File: config.mk
export PLATFORM = sky130hd
export DESIGN_NAME = vec_mem_seq
export DESIGN_NICKNAME = d
export VERILOG_FILES = /design/src/rtl/vec_mem_seq.sv
export SDC_FILE = /design/constraint.sdc
export NUM_CORES = 1
export LEC_CHECK = 0
export ABC_AREA = 1
export BUFFER_PORTS_ARGS = -buffer_cell sky130_fd_sc_hd__buf_2
export CAP_MARGIN = 20
export CORE_AREA = 2 2 112 114
export CTS_CLUSTER_DIAMETER = 200
export DETAILED_ROUTE_END_ITERATION = 8
export DIE_AREA = 0 0 114 116
export HOLD_SLACK_MARGIN = 0.1
export MAX_ROUTING_LAYER = met4
export PLACE_DENSITY_LB_ADDON = 0.15
export SYNTH_ARGS = -nofsm -noshare
export SYNTH_HDL_FRONTEND = slang
export SYNTH_SLANG_ARGS = --single-unit
export TNS_END_PERCENT = 1
File: constraint.sdc
create_clock -name clock -period 3.71 [get_ports clock]
set_clock_uncertainty 0.15 [all_clocks]
set_input_delay 0.1855 -clock clock [delete_from_list [all_inputs] [get_ports clock]]
set_output_delay 0.1855 -clock clock [all_outputs]
set_load 0.01 [all_outputs]
File: src/rtl/vec_mem_seq.sv
// Vector memory sequencer: gathers lanes from byte memory (VLOAD), scatters lanes
// to memory (VSTORE), or forms lane-wise sums (VADD), then strobes write-back.
module vec_mem_seq #(
    parameter int WIDTH  = 8,
    parameter int STRIDE = 1
) (
    input  logic                 clock,
    input  logic                 reset,
    input  logic                 start,
    input  logic [1:0]           op,
    input  logic [WIDTH-1:0]     base_addr,
    input  logic [4*WIDTH-1:0]   a_data,
    input  logic [4*WIDTH-1:0]   b_data,
    input  logic [WIDTH-1:0]     mem_q,
    output logic [WIDTH-1:0]     mem_addr,
    output logic                 mem_read,
    output logic                 mem_wren,
    output logic [WIDTH-1:0]     mem_data,
    output logic [4*WIDTH-1:0]   vdataw,
    output logic                 vrf_write,
    output logic                 busy,
    output logic                 done
);

    typedef enum logic [1:0] {
        OP_LOAD  = 2'b00,
        OP_STORE = 2'b01,
        OP_ADD   = 2'b10,
        OP_RSVD  = 2'b11
    } op_e;

    typedef enum logic [2:0] {
        S_IDLE,
        S_LD,
        S_LD_TAIL,
        S_ST,
        S_ADD,
        S_WB
    } state_e;

    state_e               state_q;
    logic [1:0]           idx_q;
    logic [WIDTH-1:0]     base_q;
    logic [4*WIDTH-1:0]   a_q;
    logic [4*WIDTH-1:0]   b_q;
    logic [4*WIDTH-1:0]   t_q;
    logic [WIDTH-1:0]     mem_addr_q;
    logic [WIDTH-1:0]     mem_data_q;
    logic                 mem_read_q;
    logic                 mem_wren_q;
    logic                 vrf_write_q;
    logic                 busy_q;
    logic                 done_q;

    // Lane 0 occupies the most significant byte of the vector.
    function automatic int lane_lsb(input logic [1:0] lane);
        return (3 - int'(lane)) * WIDTH;
    endfunction

    function automatic logic [WIDTH-1:0] lane_of(input logic [4*WIDTH-1:0] vec,
                                                 input logic [1:0]         lane);
        return vec[lane_lsb(lane) +: WIDTH];
    endfunction

    function automatic logic [WIDTH-1:0] lane_addr(input logic [WIDTH-1:0] base,
                                                   input logic [1:0]       lane);
        return base + WIDTH'(STRIDE * int'(lane));
    endfunction

    // NOTE: all state, including outputs, updates with <= so every register sees
    // the pre-edge values of the others regardless of statement order.
    always_ff @(posedge clock) begin
        if (reset) begin
            state_q     <= S_IDLE;
            idx_q       <= '0;
            base_q      <= '0;
            a_q         <= '0;
            b_q         <= '0;
            t_q         <= '0;
            mem_addr_q  <= '0;
            mem_data_q  <= '0;
            mem_read_q  <= 1'b0;
            mem_wren_q  <= 1'b0;
            vrf_write_q <= 1'b0;
            busy_q      <= 1'b0;
            done_q      <= 1'b0;
        end else begin
            case (state_q)
                S_IDLE: begin
                    if (start && op != OP_RSVD) begin
                        base_q <= base_addr;
                        a_q    <= a_data;
                        b_q    <= b_data;
                        idx_q  <= '0;
                        busy_q <= 1'b1;
                        case (op)
                            OP_LOAD: begin
                                state_q    <= S_LD;
                                mem_read_q <= 1'b1;
                                mem_addr_q <= base_addr;
                            end
                            OP_STORE: begin
                                state_q    <= S_ST;
                                mem_wren_q <= 1'b1;
                                mem_addr_q <= base_addr;
                                mem_data_q <= lane_of(a_data, 2'd0);
                            end
                            default: begin
                                state_q <= S_ADD;
                            end
                        endcase
                    end
                end

                S_LD: begin
                    // Read data trails the address by one cycle, so lane idx-1 lands now.
                    if (idx_q != 2'd0) begin
                        t_q[lane_lsb(idx_q - 2'd1) +: WIDTH] <= mem_q;
                    end
                    if (idx_q == 2'd3) begin
                        state_q    <= S_LD_TAIL;
                        mem_read_q <= 1'b0;
                        mem_addr_q <= '0;
                    end else begin
                        idx_q      <= idx_q + 2'd1;
                        mem_addr_q <= lane_addr(base_q, idx_q + 2'd1);
                    end
                end

                S_LD_TAIL: begin
                    t_q[lane_lsb(2'd3) +: WIDTH] <= mem_q;
                    state_q     <= S_WB;
                    vrf_write_q <= 1'b1;
                    done_q      <= 1'b1;
                end

                S_ST: begin
                    if (idx_q == 2'd3) begin
                        state_q    <= S_IDLE;
                        mem_wren_q <= 1'b0;
                        mem_addr_q <= '0;
                        mem_data_q <= '0;
                        done_q     <= 1'b0;
                        busy_q     <= 1'b0;
                    end else begin
                        idx_q      <= idx_q + 2'd1;
                        mem_addr_q <= lane_addr(base_q, idx_q + 2'd1);
                        mem_data_q <= lane_of(a_q, idx_q + 2'd1);
                        done_q     <= (idx_q == 2'd2);
                    end
                end

                S_ADD: begin
                    for (int i = 0; i < 4; i++) begin
                        t_q[i*WIDTH +: WIDTH] <= a_q[i*WIDTH +: WIDTH] + b_q[i*WIDTH +: WIDTH];
                    end
                    state_q     <= S_WB;
                    vrf_write_q <= 1'b1;
                    done_q      <= 1'b1;
                end

                S_WB: begin
                    state_q     <= S_IDLE;
                    vrf_write_q <= 1'b0;
                    done_q      <= 1'b0;
                    busy_q      <= 1'b0;
                end

                default: begin
                    state_q     <= S_IDLE;
                    mem_read_q  <= 1'b0;
                    mem_wren_q  <= 1'b0;
                    mem_addr_q  <= '0;
                    mem_data_q  <= '0;
                    vrf_write_q <= 1'b0;
                    done_q      <= 1'b0;
                    busy_q      <= 1'b0;
                end
            endcase
        end
    end

    assign mem_addr  = mem_addr_q;
    assign mem_read  = mem_read_q;
    assign mem_wren  = mem_wren_q;
    assign mem_data  = mem_data_q;
    assign vdataw    = t_q;
    assign vrf_write = vrf_write_q;
    assign busy      = busy_q;
    assign done      = done_q;

endmodule

==> reports/metrics.cfg <==
[status]
status = completed

[layout]
post_layout_nonfiller_instances = 1366
layout.nets = 1331
final_cell_area_um2 = 9141
final_common_cell = nand2_1
syn_to_final_growth_pct = 30.58
drive_gt1_share_pct = 17.06
final_cell_mix = 180 x nand2_1, 163 x nor2_1, 137 x buf_2, 136 x o21ai_0, 130 x dfxtp_1
antenna_cells = 0
fin_util_pct = 76.74

[global_route]
grt_max_degree = 92
first_global_vias = 7104
antenna_found_initial = 0
grt_pass1_wl_mm = 35.47
grt.total_usage_pct = 35.59
grt_remaining_overflow = 0

[clock_network]
clk_pin_slew_ns = 0.06
cts_resized = 0
clk_latency_ns = 0.43
cts.root.buffer_cell = clkbuf_16
cts_tree = built
clockBufferDepth = 2
cts_sinks = 130
htree_levels = 4
cts_buffers = 17

[placed_design]
post-place-cells = 1252
numPortBuffers = 137
dpl_cell_area_um2 = 7692
dp_hpwl_mm = 14.58
routabilityCongestion = 0.9746

[detailed_routing]
ant_nets = 0
first_pass_iters = 6
drtIter0Drc = 851
drc = 0
vias_per_cell = 5.533
wl_per_cell_um = 16.12
vias = 7558
routed_wl_mm = 22.03

[timing]
fmax_mhz = 396.1
grt_setup_unrepaired = no
setup_viol = 0
layout_min_cycle_time_ns = 2.525
relSlewSlack_pct = 44.87
maxSlewViolCount = 0
finalCritPeriodShare_pct = 68.05
hold_viol_final = 0
finalSetupTns_ns = 0
tightestPinTransition_ns = 0.8270

[yosys]
syn_nets = 1130
synth_fa_ha_area_share_pct = 7.685
syn_inst = 1005
ys_seq_area_share_pct = 37.18
synth_compound_area_share_pct = 19.59
synthSimpleGateAreaFrac_pct = 27.11
muxShareOfSynthArea_pct = 0
synth-xor-area-share_pct = 0.6256
ys_types = 43
synth_top_family_by_area = simple AND/OR/NAND/NOR gates
avgSynthCellArea_um2 = 6.966
synth_seq_cells = 130
synthesis.area_um2 = 7000
yosys_warnings = 0

[min_path]
min_path_type = in2reg

[floorplan]
core_area_um2 = 11910
rows = 40
dieHeight_um = 116
start_util_pct = 58.77
ios = 138
die_w_um = 114
die-area_um2 = 13220

[setup_path]
critPathMaxFanout = 8
start_kind = flip-flop
crit_path_end_kind = flip-flop
critPathArrivalTime_ns = 2.66
cp_data_required_time_ns = 3.85
path_class = reg2reg

[run]
maxCapViolCount = 0

[power_and_ir_drop]
p_leak_nw = 4.315
powerDensity_nw_per_um2 = 754.0
ir_drop_uv = 400.1
p_total_w = 0.006893

## worst max-delay path: stages (launching register included)
cell	delay [ns]
dfxtp_1	0.43
inv_1	0.19
ha_1	0.46
inv_1	0.14
fa_1	0.44
inv_1	0.10
nand4_1	0.10
nand2_1	0.10
nand2_1	0.04
o21ai_0	0.06
nand2_1	0.06
nand2_1	0.05
a21oi_1	0.05
## kinds of logic after synthesis
group,after synthesis
fa+ha+maj,40
simple gates,440
xor+xnor,5
flops,130
buf+inv,127
compound gates,263
## metal layers
| metal | share of wire, % | track usage (%) |
|---|---|---|
| met1 | 44 | 46.15 |
| met2 | 46 | 56.67 |
| met3 | 7.9 | 5.805 |
| met4 | 2.7 | 12.36 |
| met5 | 0 | - |
## stage by stage
| stage | hold WS [ns] | worst slack, ns |
|---|---|---|
| after floorplan | 0.1937 | 1.482 |
| after global placement | 0.2830 | 1.315 |
| after detailed placement | 0.2915 | 1.219 |
| after CTS | 0.1095 | 1.203 |
| after global routing | 0.1249 | 0.9132 |
| final | 0.1111 | 1.185 |
## worst paths after layout
kind	endpoint	cells past startpoint	slack (ns)	from
worst max-delay path	mem_addr[6]	12	1.19	idx_q[0]
worst min-delay path	mem_read	2	0.11	reset
worst max register to register	mem_addr[6]	12	1.19	idx_q[0]
worst min register to register	mem_addr[6]	2	0.31	mem_addr[6]
## final cells by class
class / instances / area [um^2]
well taps: 147 / 183.9
fillers: 935 / 2770
clock buffers: 21 / 470.5
multi-input cells: 748 / 3851
inverters: 87 / 334.1
repair buffers: 222 / 1541
flip-flops and latches: 130 / 2603
clock inverters: 11 / 157.7
## power breakdown
part	internal, W	switching [W]	leakage, nW
Clock	0.00117	0.000623	0.312
Sequential	0.00184	0.000343	1.07
Combinational	0.00101	0.00191	2.94
## synth_stat cells
library cell  instances  area (um^2)
dfxtp_1             130         2603
a31oi_1               8        50.05
nor2_2                3        18.77
nand3_1              50        250.2
nor2_4                4        45.04
buf_2                14        70.07
o21ai_1              16        80.08
nand2_2               9        56.30
a22o_1                1        8.760
xnor2_1               4        35.03
nand2b_1              2        12.51
nand2_1             180        675.7
ha_1                 35        437.9
inv_2                 8        30.03
or2_2                 1        6.260
or2_0                 1        6.260
o21bai_1              2        15.01
clkinv_4              1        8.760
o21ai_2               1        8.760
fa_1                  5        100.1
nand2_4               4        45.04
nor2_1              163        611.8
o211a_1               1        10.01
nand3_4               2        35.03
buf_6                 3        33.78
nor3_4                1        16.27
nand4_1              15        93.84
o22ai_1               3        18.77
inv_1                76        285.3
inv_4                 1        6.260
a21boi_1              1        7.510
xor2_1                1        8.760
buf_1                 1        3.750
o21ai_0             136        680.7
a21o_1                4        30.03
buf_4                 6        45.04
clkinv_1              1        3.750
nor3_1                5        25.02
clkbuf_1             16        60.06
a21oi_1              86        430.4
o211ai_1              2        15.01
a211oi_1              1        7.510
a21oi_2               1        8.760
## sequential cells by signal, summed over array words and instances, names as in the netlist
register   cells
a_q           32
b_q           32
vdataw        32
base_q         8
mem_addr       8
mem_data       8
state_q        3
idx_q          2
busy           1
done           1
mem_read       1
mem_wren       1
vrf_write      1
## what timing repair did
action | CTS | global route
endpoints found under the hold margin | 103 | 0
hold buffers | 82 | 0
setup buffers | 0 | 0
No activity file was read; power rests on OpenSTA's default activity.
